## config.mk

```make
export PLATFORM = sky130hd
export DESIGN_NAME = muldiv_unit_flat
export DESIGN_NICKNAME = d
export VERILOG_FILES = /design/src/rtl/muldiv_unit_pkg.sv /design/src/rtl/muldiv_unit_if.sv /design/src/rtl/muldiv_step.sv /design/src/rtl/muldiv_unit.sv /design/src/flat_wrapper.sv
export SDC_FILE = /design/constraint.sdc
export NUM_CORES = 1
export LEC_CHECK = 0
export CORE_ASPECT_RATIO = 1.5
export CORE_MARGIN = 5
export CORE_UTILIZATION = 40
export DETAILED_ROUTE_END_ITERATION = 16
export PLACE_DENSITY = 0.68
export SLEW_MARGIN = 10
export SYNTH_ARGS = -nofsm -noshare
export SYNTH_HDL_FRONTEND = slang
export SYNTH_SLANG_ARGS = --single-unit
export TNS_END_PERCENT = 1
```

## constraint.sdc

```tcl
create_clock -name clk -period 7.71 [get_ports clk]
set_input_delay 1.9275 -clock clk [delete_from_list [all_inputs] [get_ports clk]]
set_output_delay 1.9275 -clock clk [all_outputs]
set_load 0.03 [all_outputs]
```

## src/rtl/muldiv_unit_pkg.sv

```systemverilog
// Shared definitions for the RV32M multiply/divide unit.
package muldiv_unit_pkg;

    localparam int XLEN       = 32;
    localparam int ITER_COUNT = 32;
    localparam int CNT_W      = $clog2(ITER_COUNT);

    localparam logic [2:0] F3_MUL    = 3'b000;
    localparam logic [2:0] F3_MULH   = 3'b001;
    localparam logic [2:0] F3_MULHSU = 3'b010;
    localparam logic [2:0] F3_MULHU  = 3'b011;
    localparam logic [2:0] F3_DIV    = 3'b100;
    localparam logic [2:0] F3_DIVU   = 3'b101;
    localparam logic [2:0] F3_REM    = 3'b110;
    localparam logic [2:0] F3_REMU   = 3'b111;

    typedef enum logic [1:0] {
        S_IDLE,
        S_CALC,
        S_DONE
    } state_e;

endpackage

```

## src/rtl/muldiv_unit_if.sv

```systemverilog
// Request/result handshake bundle between issue, muldiv unit and writeback.
interface muldiv_unit_if;
    import muldiv_unit_pkg::*;

    logic            in_valid;
    logic            in_ready;
    logic [2:0]      funct3;
    logic [XLEN-1:0] rs1_data;
    logic [XLEN-1:0] rs2_data;
    logic [4:0]      rd_in;
    logic            out_valid;
    logic            out_ready;
    logic [XLEN-1:0] out_result;
    logic [4:0]      out_rd;
    logic            out_wr_en;

    modport master (
        output in_valid, funct3, rs1_data, rs2_data, rd_in, out_ready,
        input  in_ready, out_valid, out_result, out_rd, out_wr_en
    );

    modport slave (
        input  in_valid, funct3, rs1_data, rs2_data, rd_in, out_ready,
        output in_ready, out_valid, out_result, out_rd, out_wr_en
    );

endinterface

```

## src/rtl/muldiv_step.sv

```systemverilog
// One iteration of unsigned shift-add multiply or restoring divide.
module muldiv_step
    import muldiv_unit_pkg::*;
(
    input  logic            is_div_i,
    input  logic [XLEN-1:0] hi_i,
    input  logic [XLEN-1:0] lo_i,
    input  logic [XLEN-1:0] b_i,
    output logic [XLEN-1:0] hi_o,
    output logic [XLEN-1:0] lo_o
);

    logic [XLEN:0]   sum;
    logic [XLEN:0]   rs;
    logic [XLEN+1:0] diff;
    logic            unused_diff_msb;

    // remainder stays below divisor, so a successful subtract fits XLEN bits
    assign unused_diff_msb = diff[XLEN];

    always_comb begin
        sum  = {1'b0, hi_i} + (lo_i[0] ? {1'b0, b_i} : '0);
        rs   = {hi_i, lo_i[XLEN-1]};
        diff = {1'b0, rs} - {2'b00, b_i};
        hi_o = sum[XLEN:1];
        lo_o = {sum[0], lo_i[XLEN-1:1]};
        if (is_div_i) begin
            if (diff[XLEN+1]) begin
                hi_o = rs[XLEN-1:0];
                lo_o = {lo_i[XLEN-2:0], 1'b0};
            end else begin
                hi_o = diff[XLEN-1:0];
                lo_o = {lo_i[XLEN-2:0], 1'b1};
            end
        end
    end

endmodule

```

## src/rtl/muldiv_unit.sv

```systemverilog
// Iterative RV32M multiply/divide unit with fixed 32-iteration latency.
module muldiv_unit
    import muldiv_unit_pkg::*;
#(
    parameter int WORD_WIDTH = 32
)
(
    input  logic         clk,
    input  logic         rst,
    muldiv_unit_if.slave bus
);

    state_e                  state_q, state_d;
    logic [CNT_W-1:0]        cnt_q, cnt_d;
    logic [2:0]              op_q, op_d;
    logic [4:0]              rd_q, rd_d;
    logic [WORD_WIDTH-1:0]   hi_q, hi_d;
    logic [WORD_WIDTH-1:0]   lo_q, lo_d;
    logic [WORD_WIDTH-1:0]   b_q, b_d;
    logic [WORD_WIDTH-1:0]   a_q, a_d;
    logic [WORD_WIDTH-1:0]   res_q, res_d;
    logic                    a_neg_q, a_neg_d;
    logic                    b_neg_q, b_neg_d;
    logic                    b_zero_q, b_zero_d;

    logic [WORD_WIDTH-1:0]   step_hi, step_lo;
    logic                    a_sgn, b_sgn;
    logic [2*WORD_WIDTH-1:0] prod, prod_s;
    logic [WORD_WIDTH-1:0]   quo, rem, fix;

    muldiv_step u_step (
        .is_div_i (op_q[2]),
        .hi_i     (hi_q),
        .lo_i     (lo_q),
        .b_i      (b_q),
        .hi_o     (step_hi),
        .lo_o     (step_lo)
    );

    assign a_sgn = (bus.funct3 != F3_MULHU) && (bus.funct3 != F3_DIVU)
                && (bus.funct3 != F3_REMU);
    assign b_sgn = a_sgn && (bus.funct3 != F3_MULHSU);

    // sign fix-up on the final iteration's outputs
    always_comb begin
        prod   = {step_hi, step_lo};
        prod_s = (a_neg_q ^ b_neg_q) ? -prod : prod;
        quo    = (a_neg_q ^ b_neg_q) ? -step_lo : step_lo;
        rem    = a_neg_q ? -step_hi : step_hi;
        unique case (op_q)
            F3_MUL:           fix = prod_s[WORD_WIDTH-1:0];
            F3_DIV, F3_DIVU:  fix = b_zero_q ? '1 : quo;
            F3_REM, F3_REMU:  fix = b_zero_q ? a_q : rem;
            default:          fix = prod_s[2*WORD_WIDTH-1:WORD_WIDTH];
        endcase
    end

    always_comb begin
        state_d  = state_q;
        cnt_d    = cnt_q;
        op_d     = op_q;
        rd_d     = rd_q;
        hi_d     = hi_q;
        lo_d     = lo_q;
        b_d      = b_q;
        a_d      = a_q;
        res_d    = res_q;
        a_neg_d  = a_neg_q;
        b_neg_d  = b_neg_q;
        b_zero_d = b_zero_q;
        unique case (state_q)
            S_IDLE: begin
                if (bus.in_valid) begin
                    state_d  = S_CALC;
                    cnt_d    = '0;
                    op_d     = bus.funct3;
                    rd_d     = bus.rd_in;
                    a_d      = bus.rs1_data;
                    a_neg_d  = a_sgn & bus.rs1_data[WORD_WIDTH-1];
                    b_neg_d  = b_sgn & bus.rs2_data[WORD_WIDTH-1];
                    b_zero_d = (bus.rs2_data == '0);
                    hi_d     = '0;
                    lo_d     = a_neg_d ? -bus.rs1_data : bus.rs1_data;
                    b_d      = b_neg_d ? -bus.rs2_data : bus.rs2_data;
                end
            end
            S_CALC: begin
                hi_d  = step_hi;
                lo_d  = step_lo;
                cnt_d = cnt_q + 1'b1;
                if (cnt_q == CNT_W'(ITER_COUNT - 1)) begin
                    state_d = S_DONE;
                    res_d   = fix;
                end
            end
            S_DONE: begin
                if (bus.out_ready) begin
                    state_d = S_IDLE;
                end
            end
            default: state_d = S_IDLE;
        endcase
    end

    always_ff @(posedge clk) begin
        if (rst) begin
            state_q  <= S_IDLE;
            cnt_q    <= '0;
            op_q     <= '0;
            rd_q     <= '0;
            hi_q     <= '0;
            lo_q     <= '0;
            b_q      <= '0;
            a_q      <= '0;
            res_q    <= '0;
            a_neg_q  <= 1'b0;
            b_neg_q  <= 1'b0;
            b_zero_q <= 1'b0;
        end else begin
            state_q  <= state_d;
            cnt_q    <= cnt_d;
            op_q     <= op_d;
            rd_q     <= rd_d;
            hi_q     <= hi_d;
            lo_q     <= lo_d;
            b_q      <= b_d;
            a_q      <= a_d;
            res_q    <= res_d;
            a_neg_q  <= a_neg_d;
            b_neg_q  <= b_neg_d;
            b_zero_q <= b_zero_d;
        end
    end

    assign bus.in_ready   = (state_q == S_IDLE);
    assign bus.out_valid  = (state_q == S_DONE);
    assign bus.out_result = bus.out_valid ? res_q : '0;
    assign bus.out_rd     = bus.out_valid ? rd_q : '0;
    assign bus.out_wr_en  = bus.out_valid & bus.out_ready & (rd_q != '0);

endmodule

```

## src/flat_wrapper.sv

```systemverilog
// flat-port wrapper written by rule: the top's interface ports become plain ports
module muldiv_unit_flat import muldiv_unit_pkg::*;
#(
    parameter int WORD_WIDTH = 32
)
  (clk, rst, bus_in_valid, bus_funct3, bus_rs1_data, bus_rs2_data, bus_rd_in, bus_out_ready, bus_in_ready, bus_out_valid, bus_out_result, bus_out_rd, bus_out_wr_en);
  muldiv_unit_if bus_i ();
  input  logic clk;
  input  logic rst;
  input wire logic [$bits(bus_i.in_valid)-1:0] bus_in_valid;
  input wire logic [$bits(bus_i.funct3)-1:0] bus_funct3;
  input wire logic [$bits(bus_i.rs1_data)-1:0] bus_rs1_data;
  input wire logic [$bits(bus_i.rs2_data)-1:0] bus_rs2_data;
  input wire logic [$bits(bus_i.rd_in)-1:0] bus_rd_in;
  input wire logic [$bits(bus_i.out_ready)-1:0] bus_out_ready;
  output wire logic [$bits(bus_i.in_ready)-1:0] bus_in_ready;
  output wire logic [$bits(bus_i.out_valid)-1:0] bus_out_valid;
  output wire logic [$bits(bus_i.out_result)-1:0] bus_out_result;
  output wire logic [$bits(bus_i.out_rd)-1:0] bus_out_rd;
  output wire logic [$bits(bus_i.out_wr_en)-1:0] bus_out_wr_en;
  assign bus_i.in_valid = bus_in_valid;
  assign bus_i.funct3 = bus_funct3;
  assign bus_i.rs1_data = bus_rs1_data;
  assign bus_i.rs2_data = bus_rs2_data;
  assign bus_i.rd_in = bus_rd_in;
  assign bus_i.out_ready = bus_out_ready;
  assign bus_in_ready = bus_i.in_ready;
  assign bus_out_valid = bus_i.out_valid;
  assign bus_out_result = bus_i.out_result;
  assign bus_out_rd = bus_i.out_rd;
  assign bus_out_wr_en = bus_i.out_wr_en;
  muldiv_unit #(.WORD_WIDTH(WORD_WIDTH)) u_core (.clk(clk), .rst(rst), .bus(bus_i));
endmodule
```

==> impl_results.md <==
* Skew final at 18.5 ps
* Placed Area at 18,000 µm²
* Detailed placement HPWL at 52.0 mm
* Grt ovf at 0
* Fin nets at 2,494
* Worst skew pair latency at 480 ps
* CTS tree: done
* Total GRT Usage at 28.6%
* FILL cells at 4,215
* Seq cells post-synth at 178
* Cts hold-fix bufs at 0
* Port Buffers at 115
* Max-slew headroom at 16.5%
* Leakage at 0.00686 µW
* Clk buf depth at 2
* Core footprint at 41,000 µm²
* Critical path type: register to register
* Post-synth top area cell: dfxtp_1
* Worst Setup Start Kind: register
* CTS H-Tree Depth at 4
* Setup_tns at 0 ps
* Least-Margin Pin Slew at 1250 ps
* Crit-path slowest cell: nor2_1
* Ports at 116
* Setup violators final at 0
* Initial antenna violation count at 0
* RSZ-0062 raised after global routing: false
* Gate count after technology mapping at 2,334
* Post-synth EDFFs at 0
* Top post-synthesis cells by area: dfxtp_1 22%, a21oi_1 7.1%, nand2_1 6.3%, nor2_1 5.6%, ha_1 5.3%
* WL/cell at 23.6 µm
* Max incr delay on CP at 1000 ps
* Worst-path cell chain: inv_1 -> ha_1 -> a21oi_1 -> o21ai_1 -> a22oi_1 -> and2_1 -> a41oi_1 -> inv_1 -> ha_1 -> nand2_1 -> nor3_1 -> nand3_1 -> nor2_1 -> nand3_1 -> o41ai_1 -> xnor2_1 -> o21ai_0 -> o21ai_1
* Asr flop ratio synth at 0%
* Reg2Reg Setup Slack at 1590 ps
* Clk root buf: clkbuf_16
* Syn nets at 2,482
* Pwr Total at 3070 µW
* Rows at 91
* Mapped Area at 16,500 µm²
* Postcts setup bufs at 0
* Reg2Reg Capture Point: u_core.res_q[22]
* Via-per-instance ratio at 6.37
* Largest net degree at the start of global routing at 86
* Iter 0 DRT Violations at 1,585
* Max VDD drop at 0.170 mV
* Hold Path Class: register to register
* Fin. max-slew vios at 0
* Worst Hold Depth at 2
* Final period util at 79.4%
* P&R area growth vs syn at 12.5%
* Worst EP arrival at 6490 ps
* Sequential-to-total area share from yosys stat at 21.6%
* Max Clk Rate at 163 MHz
* Initial Utilization at 40.3%
* Mean area per synthesized cell at 7.08 µm²
* CTS Sinks at 178
* Critical R2R Launch: u_core.b_q[26]
* Vias in the first global route at 17,800
* RD Place Congestion at 1.02
* First-pass GRT wire length at 102 mm
* Hold Path Origin: u_core.res_q[26]
* Main synth FF type: dfxtp_1
* Die X at 176 µm
* PwrDens at 165 nW/µm²
* Fin area at 18,600 µm²
* Share of cells above drive strength 1 at 4.79%
* Post-CTS Resized at 0
* Num CTS Buffers at 17
* Drt total wl at 67.6 mm
* CTS clock-pin slew for the worst setup and hold paths at 80 ps
* DRT Pass-1 Iters at 6
* Residual DRC count at 0
* Most instantiated cells after synthesis: 278 x nand2_1, 247 x nor2_1, 233 x a21oi_1
* Status: complete, no violations
* Worst Hold End: u_core.res_q[26]
* Setup crit end kind: register
* Final Hold Vio Count at 0
* N_diodes at 0
* Maxcap violations at 0
* Die area at 45,600 µm²
* CP required at 8070 ps
* Post-synth top area share at 21.6%
* Vias at 18,300
* Depth of the worst register-to-register path at 18
* ANT nets after route at 0
* Most common cell in the netlist: nand2_1
* YS warnings at 0
* Die Y at 259 µm
* Min Tclk post-route at 6120 ps
* Yosys cell types at 95
* CP max FO at 15
[flip-flops by register name (all words and copies together) (netlist names)]
register         cells
u_core.lo_q         32
u_core.b_q          32
u_core.b_zero_q      1
u_core.a_neg_q       1
u_core.rd_q          5
u_core.hi_q         32
u_core.b_neg_q       1
u_core.res_q        32
u_core.state_q       2
u_core.a_q          32
u_core.op_q          3
u_core.cnt_q         5
[metrics by stage]
| stage | utilization, % | instances | setup WS [ps] | hold WS, ps |
|---|---|---|---|---|
| after global placement | 43.8 | 2838 | 1860 | 442 |
| after floorplan | - | 2334 | 2840 | 411 |
| after detailed placement | 43.8 | 2838 | 1800 | 443 |
| after global routing | 45.3 | 2870 | 1240 | 478 |
| after CTS | 45.3 | 2870 | 1760 | 457 |
| final | 45.3 | 2870 | 1590 | 449 |
[cell usage in the layout (no fill, tap or decap), drive strengths merged, types with 17 or more instances in the layout]
cell type	instances
nand2	278
nor2	247
a21oi	234
dfxtp	178
o21ai	126
clkdlybuf4s50	114
and2	88
xnor2	82
xor2	73
ha	70
nand3	67
inv	66
a211oi	47
mux2i	46
nor3	46
a31oi	44
a221oi	39
buf	33
nand4	33
o31ai	31
or3	30
a21o	27
o211ai	27
and3	22
o21a	21
nor4	21
nand2b	19
o221ai	17
clkbuf	17
o41ai	17
[critical path: cells and delay by family, from the launching register on]
kind            cells  cell delay, ps
xor+xnor            1             120
compound gates      7            1950
buf+inv             2             250
fa+ha+maj           2             590
simple gates        6            2720
flops               1             370
[cell families after synthesis]
family          after synthesis  share of synthesized area [%]
flops                       178                           21.6
compound gates              749                           30.0
simple gates                916                           26.7
mux                          48                           2.92
xor+xnor                    155                           8.22
fa+ha+maj                    72                           5.54
buf+inv                     216                           5.12
[worst max-delay path by stage]
stage                         from                to  slack [ps]  cells after the start
finish              u_core.b_q[26]  u_core.res_q[22]        1590                     18
global route        u_core.b_q[26]  u_core.res_q[22]        1240                     18
CTS                 u_core.b_q[23]  u_core.res_q[30]        1760                     17
detailed placement  u_core.b_q[23]  u_core.res_q[30]        1800                     17
global placement    u_core.b_q[23]  u_core.res_q[30]        1860                     17
floorplan           u_core.b_q[30]  u_core.res_q[30]        2840                     21
[report_power, final]
part,switching [µW],leakage (µW),total (µW),internal (µW)
clock,472,0.000298,938,466
combinational,734,0.00511,1110,374
sequential,54.6,0.00145,1020,968
[routing by layer]
metal / up-vias / track usage [%] / part of all wire, %
met3: 275 / 3.16 / 5.4
met2: 846 / 49.3 / 48
met1: 8575 / 30.9 / 36
met4: 0 / 24.9 / 10
met5: - / 0 / 0
li1: 8585 / - / -
[final cells by class]
type	count	area, µm²	area share, %
Multi-Input combinational cell	1940	12100	65.3
Sequential cell	178	3570	19.2
Timing Repair Buffer	147	1390	7.47
Tap cell	511	639	3.44
Clock buffer	17	425	2.29
Inverter	62	233	1.25
Clock inverter	15	188	1.01
(Power assumes the default switching activity.)
